<file path="src/rtl/svm_seq_pkg.sv">
`default_nettype none
// ============================================================================
//  Module  : svm_seq_pkg
//  Brief   : Shared types and index helpers for the one-vs-one SVM DAG sequencer.
//  Revision: 1.0 - initial release
// ============================================================================
package svm_seq_pkg;

    typedef enum logic [1:0] {
        IDLE   = 2'd0,
        LOAD   = 2'd1,
        MAC    = 2'd2,
        DECIDE = 2'd3
    } state_t;

    function automatic int n_pairs(input int n);
        return (n * (n - 1)) / 2;
    endfunction

    // Row-major position of pair (lo,hi) in the upper-triangular classifier table.
    function automatic int clf_index(input int lo, input int hi, input int n);
        return lo * (n - 1) - (lo * (lo - 1)) / 2 + (n - 1 - hi);
    endfunction

    function automatic int clf_width(input int n);
        return (n_pairs(n) > 1) ? $clog2(n_pairs(n)) : 1;
    endfunction

endpackage
`default_nettype wire

</file>
<file path="src/rtl/svm_mac_unit.sv">
`default_nettype none
// ============================================================================
//  Module  : svm_mac_unit
//  Brief   : Feature-serial signed MAC accumulator; SVM_ACC_SAT_EN saturates
//            every load/add, otherwise the accumulator wraps.
//  Revision: 1.0 - initial release
// ============================================================================
module svm_mac_unit #(
    parameter int FEAT_W   = 4,
    parameter int WEIGHT_W = 8,
    parameter int BIAS_W   = 16,
    parameter int ACC_W    = 20
) (
    input  logic                       clk,
    input  logic                       rst,
    input  logic                       load,
    input  logic                       en,
    input  logic signed [BIAS_W-1:0]   bias,
    input  logic        [FEAT_W-1:0]   feat,
    input  logic signed [WEIGHT_W-1:0] weight,
    output logic signed [ACC_W-1:0]    acc
);

    localparam int c_PROD_W = FEAT_W + 1 + WEIGHT_W;
`ifdef SVM_ACC_SAT_EN
    localparam int c_WIDE_W = (ACC_W > c_PROD_W) ? ACC_W : c_PROD_W;
    localparam int c_SUM_W  = ((c_WIDE_W > BIAS_W) ? c_WIDE_W : BIAS_W) + 1;
`else
    localparam int c_SUM_W  = ACC_W;
`endif

    logic signed [c_PROD_W-1:0] w_prod;
    logic signed [c_SUM_W-1:0]  w_base;
    logic signed [c_SUM_W-1:0]  w_addend;
    logic signed [c_SUM_W-1:0]  w_sum;
    logic signed [ACC_W-1:0]    w_next;

    assign w_prod   = c_PROD_W'($signed({1'b0, feat})) * c_PROD_W'(weight);
    assign w_base   = load ? '0 : c_SUM_W'(acc);
    assign w_addend = load ? c_SUM_W'(bias) : c_SUM_W'(w_prod);
    assign w_sum    = w_base + w_addend;

`ifdef SVM_ACC_SAT_EN
    // Sum fits when every bit above the ACC_W sign bit agrees with it.
    logic w_ovf;
    assign w_ovf  = !((&w_sum[c_SUM_W-1:ACC_W-1]) || !(|w_sum[c_SUM_W-1:ACC_W-1]));
    assign w_next = !w_ovf ? w_sum[ACC_W-1:0]
                  : (w_sum[c_SUM_W-1] ? {1'b1, {(ACC_W-1){1'b0}}}
                                      : {1'b0, {(ACC_W-1){1'b1}}});
`else
    assign w_next = w_sum;
`endif

    always_ff @(posedge clk or posedge rst) begin
        if (rst) begin
            acc <= '0;
        end else if (load || en) begin
            acc <= w_next;
        end
    end

endmodule
`default_nettype wire

</file>
<file path="src/rtl/svm_dag_sequencer.sv">
`default_nettype none
// ============================================================================
//  Module  : svm_dag_sequencer
//  Brief   : One-vs-one SVM DAG classifier controller on a shared serial MAC.
//            Optional macro SVM_ACC_SAT_EN enables accumulator saturation.
//  Revision: 1.0 - initial release
// ============================================================================
module svm_dag_sequencer
    import svm_seq_pkg::*;
#(
    parameter int N_CLASSES  = 10,
    parameter int N_FEATURES = 16,
    parameter int FEAT_W     = 4,
    parameter int WEIGHT_W   = 8,
    parameter int BIAS_W     = 16,
    parameter int ACC_W      = 20,
    parameter int CLF_W      = clf_width(N_CLASSES),
    parameter int WIN_W      = $clog2(N_CLASSES)
) (
    input  logic                           clk,
    input  logic                           rst,
    input  logic                           start,
    input  logic [N_FEATURES*FEAT_W-1:0]   features,
    output logic [CLF_W-1:0]               clf_idx,
    input  logic [N_FEATURES*WEIGHT_W-1:0] weight_row,
    input  logic [BIAS_W-1:0]              bias,
    output logic                           busy,
    output logic                           done,
    output logic [WIN_W-1:0]               winner,
    output logic [ACC_W-1:0]               score
);

    localparam int c_K_W = (N_FEATURES > 1) ? $clog2(N_FEATURES) : 1;

    state_t                         r_state;
    logic [N_FEATURES*FEAT_W-1:0]   r_feat;
    logic [WIN_W-1:0]               r_lo;
    logic [WIN_W-1:0]               r_hi;
    logic [c_K_W-1:0]               r_k;

    logic [FEAT_W-1:0]              w_feat;
    logic signed [WEIGHT_W-1:0]     w_weight;
    logic signed [ACC_W-1:0]        w_acc;
    logic                           w_keep_lo;
    logic [WIN_W-1:0]               w_lo_n;
    logic [WIN_W-1:0]               w_hi_n;

    assign w_feat    = r_feat[int'(r_k)*FEAT_W +: FEAT_W];
    assign w_weight  = $signed(weight_row[int'(r_k)*WEIGHT_W +: WEIGHT_W]);
    // A score of exactly zero counts as a vote for the low class.
    assign w_keep_lo = !w_acc[ACC_W-1];
    assign w_lo_n    = w_keep_lo ? r_lo : r_lo + WIN_W'(1);
    assign w_hi_n    = w_keep_lo ? r_hi - WIN_W'(1) : r_hi;

    svm_mac_unit #(
        .FEAT_W   (FEAT_W),
        .WEIGHT_W (WEIGHT_W),
        .BIAS_W   (BIAS_W),
        .ACC_W    (ACC_W)
    ) u_mac (
        .clk    (clk),
        .rst    (rst),
        .load   (r_state == LOAD),
        .en     (r_state == MAC),
        .bias   ($signed(bias)),
        .feat   (w_feat),
        .weight (w_weight),
        .acc    (w_acc)
    );

    always_ff @(posedge clk or posedge rst) begin
        if (rst) begin
            r_state <= IDLE;
            r_feat  <= '0;
            r_lo    <= '0;
            r_hi    <= WIN_W'(N_CLASSES - 1);
            r_k     <= '0;
            clf_idx <= '0;
            busy    <= 1'b0;
            done    <= 1'b0;
            winner  <= '0;
            score   <= '0;
        end else begin
            done <= 1'b0;
            case (r_state)
                IDLE: begin
                    if (start) begin
                        r_feat  <= features;
                        r_lo    <= '0;
                        r_hi    <= WIN_W'(N_CLASSES - 1);
                        clf_idx <= CLF_W'(clf_index(0, N_CLASSES - 1, N_CLASSES));
                        busy    <= 1'b1;
                        r_state <= LOAD;
                    end
                end
                LOAD: begin
                    r_k     <= '0;
                    r_state <= MAC;
                end
                MAC: begin
                    r_k <= r_k + c_K_W'(1);
                    if (r_k == c_K_W'(N_FEATURES - 1)) begin
                        r_state <= DECIDE;
                    end
                end
                DECIDE: begin
                    score <= w_acc;
                    r_lo  <= w_lo_n;
                    r_hi  <= w_hi_n;
                    if (w_lo_n == w_hi_n) begin
                        winner  <= w_lo_n;
                        done    <= 1'b1;
                        busy    <= 1'b0;
                        r_state <= IDLE;
                    end else begin
                        clf_idx <= CLF_W'(clf_index(int'(w_lo_n), int'(w_hi_n), N_CLASSES));
                        r_state <= LOAD;
                    end
                end
                default: r_state <= IDLE;
            endcase
        end
    end

endmodule
`default_nettype wire

</file>
<file path="config.mk">
export PLATFORM = sky130hd
export DESIGN_NAME = svm_dag_sequencer
export DESIGN_NICKNAME = d
export VERILOG_FILES = /design/src/rtl/svm_seq_pkg.sv /design/src/rtl/svm_mac_unit.sv /design/src/rtl/svm_dag_sequencer.sv
export SDC_FILE = /design/constraint.sdc
export NUM_CORES = 1
export LEC_CHECK = 0
export CORE_MARGIN = 5
export CORE_UTILIZATION = 60
export DETAILED_ROUTE_END_ITERATION = 6
export DONT_BUFFER_PORTS = 1
export MAX_ROUTING_LAYER = met4
export PLACE_DENSITY = 0.76
export SKIP_LAST_GASP = 1
export SYNTH_ARGS = -nofsm -noshare
export SYNTH_HDL_FRONTEND = slang
export SYNTH_SLANG_ARGS = --single-unit
</file>
<file path="constraint.sdc">
create_clock -name clk -period 21.9 [get_ports clk]
set_input_delay 4.38 -clock clk [delete_from_list [all_inputs] [get_ports clk]]
set_output_delay 4.38 -clock clk [all_outputs]
set_load 0.01 [all_outputs]
</file>
Yosys cells after proc, flatten, opt, wreduce, memory -nomap -nowiden
Cells that the tools add are included.
{"block": "totals", "reg_bits": 130, "latch_bits": 0, "ramBits": 0, "mem_bits_ro": 0, "n_memories": 0}
{"block": "op_classes", "addsub": 9, "multipliers": 3, "div_mod_pow": 0, "n_lt_le_gt_ge": 0, "eq_ne": 9, "n_shift": 2, "muxes": 21, "bitwise": 1, "reduce_logical": 10}
{"cell": "$shiftx 128x8->8", "count": 1}
{"cell": "$shiftx 64x7->4", "count": 1}
{"cell": "$mux 20", "count": 2}
{"cell": "$pmux 4 s2", "count": 3}
{"cell": "$add 20x20->20", "count": 1}
{"cell": "$mux 4", "count": 4}
{"cell": "$mul 5x8->13", "count": 1}
{"cell": "$mux 6", "count": 2}
{"cell": "$pmux 6 s2", "count": 1}
{"cell": "$mul 5x5->10", "count": 1}
{"cell": "$add 4x1->4 const B", "count": 2}
{"cell": "$ne 2x2->1 const B", "count": 4}
{"cell": "$pmux 2 s4", "count": 1}
{"cell": "$reduce_and 2->1", "count": 4}
{"cell": "$add 6x1->6", "count": 1}
{"cell": "$add 6x5->6", "count": 1}
{"cell": "$mul 4x4->6 const B", "count": 1}
{"cell": "$reduce_and 3->1", "count": 2}
{"cell": "$sub 6x6->6", "count": 1}
{"cell": "$mux 1", "count": 5}
{"cell": "$sub 4x1->5 const B", "count": 1}
{"cell": "$sub 4x4->5 const A", "count": 1}
{"cell": "$eq 2x2->1 const B", "count": 2}
{"cell": "$eq 4x4->1", "count": 1}
{"cell": "9 further kinds", "count": 11}

Depth between registers and ports, before layout
Gate-level depths: netlist of run 1.
{"block": "depth", "ltp_word": 10, "mapped_depth": 31}

Hierarchy
Synthesis of run 1 repeated with hierarchy kept, for this count alone.
{"block": "hier_totals", "hier_cells": 886, "area_unflattened_um2": 10057.1}
{"mod": "svm_dag_sequencer", "n_inst": 1, "cells_each": 495, "area_each_um2": 6894.1, "seq_area_each_um2": 2755.1}
{"mod": "svm_mac_unit", "n_inst": 1, "cells_each": 391, "area_each_um2": 3163.0, "seq_area_each_um2": 500.5}

Worst setup path after synthesis of run 1
Ideal clock, no wire load.
{"block": "synth_path", "path_type": "input to register", "from": "input port weight_row[122]", "to": "register u_mac.acc[19]", "setup_ns": 0.090, "t_arrival_ns": 10.503, "slack_ns": 11.307, "stages": 25, "path_buffers": 0, "path_cell_list": "mux4_2 mux4_2 and2_1 ha_1 inv_1 fa_1 fa_1 inv_1 ha_1 a21o_1 a21oi_1 o21ai_0 o41ai_1 o21ai_0 xnor2_1 nor2_1 a21oi_1 ha_1 or3_1 nor4_1 o21ai_0 a31oi_1 xor2_1 or4b_1 o2111ai_1"}
{"block": "synth_between", "elab_chain_cells": 4}
{"element": "start: declaration", "line_no": "svm_dag_sequencer.sv:25", "rtl": "input logic [N_FEATURES*WEIGHT_W-1:0] weight_row,"}
{"element": "$shiftx 128x8->8", "line_no": "svm_dag_sequencer.sv:49", "rtl": "assign w_weight = $signed(weight_row[int'(r_k)*WEIGHT_W +: WEIGHT_W]);"}
{"element": "$mul 5x8->13", "line_no": "svm_mac_unit.sv:38", "rtl": "assign w_prod = c_PROD_W'($signed({1'b0, feat})) * c_PROD_W'(weight);"}
{"element": "$mux 20", "line_no": "svm_mac_unit.sv:40", "rtl": "assign w_addend = load ? c_SUM_W'(bias) : c_SUM_W'(w_prod);"}
{"element": "$add 20x20->20", "line_no": "svm_mac_unit.sv:41", "rtl": "assign w_sum = w_base + w_addend;"}
{"element": "end signal: assignment", "line_no": "svm_mac_unit.sv:58", "rtl": "acc <= w_next;"}
{"element": "end: declaration", "line_no": "svm_mac_unit.sv:21", "rtl": "output logic signed [ACC_W-1:0] acc"}
No other way between the ends.
A chain may end at the register's enable or synchronous reset.

Worst setup path after layout of run 1
Ends and elaborated chain as after synthesis.

==> qor.tcl, run 1 <==
set qor(run_status) {finished clean}
set qor(synth.most_common_cell) {sky130_fd_sc_hd__dfrtp_1}
set qor(synth.yosys.seq_area_share) 0.325
set qor(worst_skew_pair.late_latency_ps) 420
set qor(tns_ps) 0
set qor(place.gp.congestion) 0.925
set qor(die_w_um) 139
set qor(drcViolationCount) 0
set qor(timing.critical_path.from) {weight_row[122]}
set qor(drt-initial-drc-count) 315
set qor(syn-num-nets) 1215
set qor(initial_core_util) 0.608
set qor(hold_depth) 1
set qor(whs_endpoint) {r_feat[46]}
set qor(grt_first_pass_wirelength_um) 37100
set qor(flip_flop_and_latch_count_after_synthesis) 130
set qor(finalCriticalPeriod_ps) 10910
set qor(io-pin-count) 243
set qor(postCtsHoldBufs) 0
set qor(cp.arrival_ps) 11240
set qor(place.detailed.hpwl_um) 17900
set qor(drt-total-wl_um) 22800
set qor(numClockSinks) 130
set qor(grt_use_total) 0.251
set qor(layout_setup_ws_ps) 10990
set qor(route.vias.total) 6705
set qor(final-max-slew-violation-count) 0
set qor(worstRegToRegCells) 25
set qor(rrSetupSlack_ps) 13700
set qor(timing.setup.critical_path_class) {input pin to flop}
set qor(timing_worst_slew_pin_value_ps) 1140
set qor(drive_above_1_share) 0.234
set qor(globalRouteMet1Util) 0.322
set qor(yosysUniqueCellTypes) 55
set qor(library_cell_with_the_largest_summed_area_after_synthesis) {sky130_fd_sc_hd__dfrtp_1}
set qor(numnets_final) 1204
set qor(ctsRootBufferMaster) {sky130_fd_sc_hd__clkbuf_16}
set qor(avgViaCountPerCell) 5.92
set qor(area_growth_pct) 7.61
set qor(setup.worst_path.end_class) {flop}
set qor(cts_max_path_buffers) 2
set qor(relSlewSlack) 0.240
set qor(synthTopCellsByArea) {sky130_fd_sc_hd__dfrtp_1 (32%), sky130_fd_sc_hd__mux4_2 (12%), sky130_fd_sc_hd__mux2_2 (11%)}
set qor(timing_hold_violations_final) 0
set qor(postRouteAntennaNets) 0
set qor(hold_path.startpoint) {r_feat[46]}
set qor(grt_pass1_vias) 6926
set qor(netlist_area_um2) 10000
set qor(crit_required_ps) 22230
set qor(postCtsResizedCells) 0
set qor(cts_buffers) 17
set qor(max_cap_viol_count) 0
set qor(post_drt_wl_per_cell_um) 20.2
set qor(min_path_type) {flop to flop}
set qor(crit-reg2reg-capture) {u_mac.acc[19]}
set qor(synth_flop_cell) {sky130_fd_sc_hd__dfrtp_1}
set qor(grt_setup_unrepaired) {false}
set qor(finalCritPeriodShare) 0.498
set qor(clock_pin_slew_reported_for_the_worst_setup_and_hold_paths_after_clock_tree_synthesis_ps) 60
set qor(synth_top_cell_area_share) 0.320
set qor(dieArea_um2) 19400
set qor(die-height_um) 139
set qor(crit-reg2reg-launch) {r_k[0]}
set qor(synth_commonest_cells) {sky130_fd_sc_hd__dfrtp_1 (128), sky130_fd_sc_hd__mux2_2 (102), sky130_fd_sc_hd__inv_1 (100)}
set qor(top_usage_layer) {met2}
set qor(cts_tree) {built}
set qor(grt_overflow_total) 0
set qor(cts_post_setup_buffers_inserted) 0
set qor(grt_max_degree) 79
set qor(syn_inst) 892
set qor(met2_usage) 0.364
set qor(area_inside_the_core_boundary_um2) 16500
set qor(fin_worst_skew_ps) 12.7
set qor(worstSetupStartpointType) {input pin}
set qor(cts_max_level) 4
set qor(detail_route.first_pass.iterations) 5
set qor(io_buffer_count) 0
set qor(ys_async_sr_fraction) 1.00
set qor(number_of_enable_flip_flop_cells_after_synthesis) 0
set qor(dp_worst_setup_slack_ps) 10570
set qor(initial_antenna_violation_count) 17
set qor(grtUsageMet3) 0.126
set qor(synthesis.area_per_instance_um2) 11.2
set qor(synth-warning-count) 0
set qor(cp_max_fo) 5
set qor(floorplan.rows) 47
set qor(setup_viol) 0
set qor(fmax_mhz) 91.6
==> per-stage QoR <==
step	util	instance area, um2	std cells	hold slack (ps)
final	0.655	10800	1132	500
after global routing	0.655	10800	1131	523
after CTS	0.652	10700	1114	504
after detailed placement	0.619	10200	1082	488
after global placement	0.619	10200	1082	483
after floorplan	-	10000	892	457
==> critical path, stage by stage <==
cell and delay (ps):
sky130_fd_sc_hd__mux4_2 500, sky130_fd_sc_hd__mux4_2 520, sky130_fd_sc_hd__and2_1 180, sky130_fd_sc_hd__ha_1 270
sky130_fd_sc_hd__inv_1 50, sky130_fd_sc_hd__fa_1 500, sky130_fd_sc_hd__fa_1 540, sky130_fd_sc_hd__inv_1 40
sky130_fd_sc_hd__ha_1 330, sky130_fd_sc_hd__a21o_1 190, sky130_fd_sc_hd__a21oi_1 220, sky130_fd_sc_hd__o21ai_0 150
sky130_fd_sc_hd__o41ai_1 480, sky130_fd_sc_hd__o21ai_0 220, sky130_fd_sc_hd__xnor2_1 220, sky130_fd_sc_hd__nor2_1 250
sky130_fd_sc_hd__a21oi_1 150, sky130_fd_sc_hd__ha_1 300, sky130_fd_sc_hd__or3_1 430, sky130_fd_sc_hd__nor4_1 170
sky130_fd_sc_hd__o21ai_0 150, sky130_fd_sc_hd__a31oi_1 260, sky130_fd_sc_hd__xor2_1 140, sky130_fd_sc_hd__or4b_1 490
sky130_fd_sc_hd__o2111ai_1 120
==> routing by layer <==
metal,routed length (um),up-vias,part of all wire
met2,10500,205,0.46
li1,-,3148,-
met3,2220,31,0.097
met1,9800,3321,0.43
met4,304,0,0.013
met5,0,-,0
==> layout by cell type (no fill, tap or decap), drive strengths merged, types with 31 or more instances in the layout <==
master	n
fa	31
nor2	37
o21ai	36
dfrtp	128
a21oi	31
ha	81
inv	107
xnor2	37
nand2	57
mux2	102
mux4	58
==> registers in the layout, summed over array words and instances (netlist names) <==
signal	flops
busy	1
winner	4
r_k	4
u_mac.acc	20
r_state	2
r_feat	64
done	1
score	20
r_lo	4
r_hi	4
clf_idx	6
==> worst max path at each step <==
stage	to	slack, ps	cells past startpoint
final	u_mac.acc[19]	10990	25
after global routing	u_mac.acc[19]	10510	25
after CTS	u_mac.acc[19]	10950	25
after detailed placement	u_mac.acc[19]	10570	25
after global placement	u_mac.acc[19]	10780	25
after floorplan	u_mac.acc[19]	11310	25
==> cell families after synthesis <==
family / Yosys count / synth area share
compound gates: 117 / 0.0729
buf+inv: 136 / 0.0536
simple gates: 183 / 0.0909
xor+xnor: 51 / 0.0453
flops: 130 / 0.325
mux: 163 / 0.249
fa+ha+maj: 112 / 0.163
==> cell type report <==
| cell class | instances | area [um2] |
|---|---|---|
| well taps | 220 | 275 |
| diodes | 18 | 45.0 |
| clock buffers | 17 | 425 |
| clock inverters | 15 | 123 |
| flip-flops and latches | 130 | 3260 |
| repair buffers | 6 | 45.0 |
| multi-input cells | 626 | 6230 |
| inverters | 100 | 378 |
| fillers | 1288 | 5690 |
Power of run 1 is not shown: default switching activity piles up to over one toggle a cycle in this logic, so the estimate is an artifact.
==> inputs of run 2 (changes only) <==
CORE_UTILIZATION = 59   (was 60)
PLACE_DENSITY = 0.78   (was 0.76)
clock period = 10 ns   (was 21.9 ns; I/O delays follow)
==> qor.tcl, run 2 (same netlist as run 1, synthesis figures left out) <==
set qor(grt_first_pass_wirelength_um) 37500
set qor(run_status) {finished clean}
set qor(rrSetupSlack_ps) 1880
set qor(largestRegisters) {r_feat (64), score (20), u_mac.acc (20)}
set qor(grt_setup_unrepaired) {false}
set qor(worstRegToRegCells) 25
set qor(die_w_um) 140
set qor(cts_max_path_buffers) 2
set qor(worst_skew_pair.late_latency_ps) 430
set qor(largest_register_ff_count) 64
set qor(die-height_um) 140
set qor(place.gp.congestion) 0.919
set qor(io_buffer_count) 0
set qor(avgViaCountPerCell) 5.96
set qor(ctsRootBufferMaster) {sky130_fd_sc_hd__clkbuf_16}
set qor(setup_viol) 0
set qor(finalCritPeriodShare) 0.844
set qor(post_drt_wl_per_cell_um) 20.4
set qor(hold_path.startpoint) {r_lo[3]}
set qor(route.vias.total) 6694
set qor(worstSetupStartpointType) {input pin}
set qor(timing_hold_violations_final) 0
set qor(registers.top_by_ff_count) {r_feat}
set qor(drcViolationCount) 0
set qor(layout.core_utilization) 0.648
set qor(timing.setup.critical_path_class) {input pin to flop}
set qor(cts_buffers) 17
set qor(fmax_mhz) 118
set qor(crit_required_ps) 10340
set qor(numnets_final) 1204
set qor(grt_overflow_total) 0
set qor(postCtsHoldBufs) 0
set qor(cts_max_level) 4
set qor(cp_max_fo) 5
set qor(relSlewSlack) 0.214
set qor(clock_pin_slew_reported_for_the_worst_setup_and_hold_paths_after_clock_tree_synthesis_ps) 60
set qor(area_growth_pct) 7.72
set qor(detail_route.first_pass.iterations) 6
set qor(fillCellCount) 1249
set qor(fin_worst_skew_ps) 12.7
set qor(grt_use_total) 0.249
set qor(whs_endpoint) {r_lo[3]}
set qor(final-max-slew-violation-count) 0
set qor(initial_core_util) 0.602
set qor(postCtsResizedCells) 0
set qor(grt_max_degree) 70
set qor(cts_post_setup_buffers_inserted) 0
set qor(hold_depth) 2
set qor(cp.arrival_ps) 8780
set qor(drive_above_1_share) 0.234
set qor(setup.worst_path.end_class) {flop}
set qor(place.detailed.hpwl_um) 17700
set qor(io-pin-count) 243
set qor(crit-reg2reg-launch) {r_k[0]}
set qor(final.hold.worst_slack_ps) 501
set qor(most_frequent_standard_cell_in_the_layout_excluding_fill_and_tap_cells) {sky130_fd_sc_hd__dfrtp_1}
set qor(grt_pass1_vias) 7112
set qor(floorplan.rows) 47
set qor(tns_ps) 0
set qor(cts_tree) {built}
set qor(min_path_type) {flop to flop}
set qor(crit-reg2reg-capture) {u_mac.acc[19]}
set qor(max_cap_viol_count) 0
set qor(drt-total-wl_um) 22900
set qor(timing_worst_slew_pin_value_ps) 1180
set qor(postRouteAntennaNets) 0
set qor(dieArea_um2) 19700
set qor(finalCriticalPeriod_ps) 8440
set qor(layout.cells.most_common_list) {sky130_fd_sc_hd__dfrtp_1 (126), sky130_fd_sc_hd__mux2_2 (102), sky130_fd_sc_hd__inv_1 (99)}
set qor(numClockSinks) 130
set qor(initial_antenna_violation_count) 7
set qor(area_inside_the_core_boundary_um2) 16600
set qor(drt-initial-drc-count) 354
run 2: cell count changes in the layout (fill, tap and decap cells not counted):
cell / before / now
sky130_fd_sc_hd__diode_2: 18 / 9
sky130_fd_sc_hd__inv_8: 1 / 8
sky130_fd_sc_hd__clkinvlp_4: 3 / 2
sky130_fd_sc_hd__clkinv_4: 3 / 1
sky130_fd_sc_hd__inv_6: 6 / 3
sky130_fd_sc_hd__clkinv_2: 2 / 0
sky130_fd_sc_hd__clkinv_8: 0 / 1
run 2: how the worst max path moves through the flow:
stage / slack [ps] / depth (start not counted) / to / start
2_1_floorplan: 1790 / 25 / u_mac.acc[19] / weight_row[122]
3_3_place_gp: 1270 / 25 / u_mac.acc[19] / weight_row[122]
3_5_place_dp: 1120 / 25 / u_mac.acc[19] / weight_row[122]
4_1_cts: 1580 / 25 / u_mac.acc[19] / weight_row[122]
5_1_grt: 1060 / 25 / u_mac.acc[19] / weight_row[122]
6_report: 1560 / 25 / u_mac.acc[19] / weight_row[122]
run 2: stage by stage:
stage / setup slack [ps] / cells / cell area (um2)
final: 1560 / 1123 / 10800
after detailed placement: 1120 / 1082 / 10200
after global routing: 1060 / 1121 / 10800
after global placement: 1270 / 1082 / 10200
after CTS: 1580 / 1114 / 10800
after floorplan: 1790 / 892 / 10000
run 2: routing by layer:
metal  global-route usage  vias to the layer above  wire [um]
li1                     -                     3132          -
met1                0.328                     3338      10000
met2                0.380                      199      10900
met3               0.0876                       25       1700
met4               0.0495                        0        229
met5                    -                        -          0
run 2: layout make-up:
class                      count  area (um2)  share of cell area
multi-input combinational    626        6230               0.577
sequential                   130        3260               0.302
clock buffer                  17         425              0.0394
inverter                     100         378              0.0350
tap                          220         275              0.0255
clock inverter                15         156              0.0145
timing repair buffer           6        45.0             0.00417
antenna                        9        22.5             0.00209
run 2: worst max-delay path, cell delays in order:
cell and delay, ps:
sky130_fd_sc_hd__mux4_2 510, sky130_fd_sc_hd__mux4_2 530, sky130_fd_sc_hd__and2_1 180, sky130_fd_sc_hd__ha_1 280, sky130_fd_sc_hd__inv_1 60, sky130_fd_sc_hd__fa_1 500, sky130_fd_sc_hd__fa_1 550, sky130_fd_sc_hd__inv_1 40
sky130_fd_sc_hd__ha_1 330, sky130_fd_sc_hd__a21o_1 190, sky130_fd_sc_hd__a21oi_1 220, sky130_fd_sc_hd__o21ai_0 170, sky130_fd_sc_hd__o41ai_1 420, sky130_fd_sc_hd__o21ai_0 200, sky130_fd_sc_hd__xnor2_1 210, sky130_fd_sc_hd__nor2_1 230
sky130_fd_sc_hd__a21oi_1 140, sky130_fd_sc_hd__ha_1 290, sky130_fd_sc_hd__or3_1 430, sky130_fd_sc_hd__nor4_1 160, sky130_fd_sc_hd__o21ai_0 160, sky130_fd_sc_hd__a31oi_1 270, sky130_fd_sc_hd__xor2_1 120, sky130_fd_sc_hd__or4b_1 470
sky130_fd_sc_hd__o2111ai_1 110
Power of run 2 is left out for the same reason.
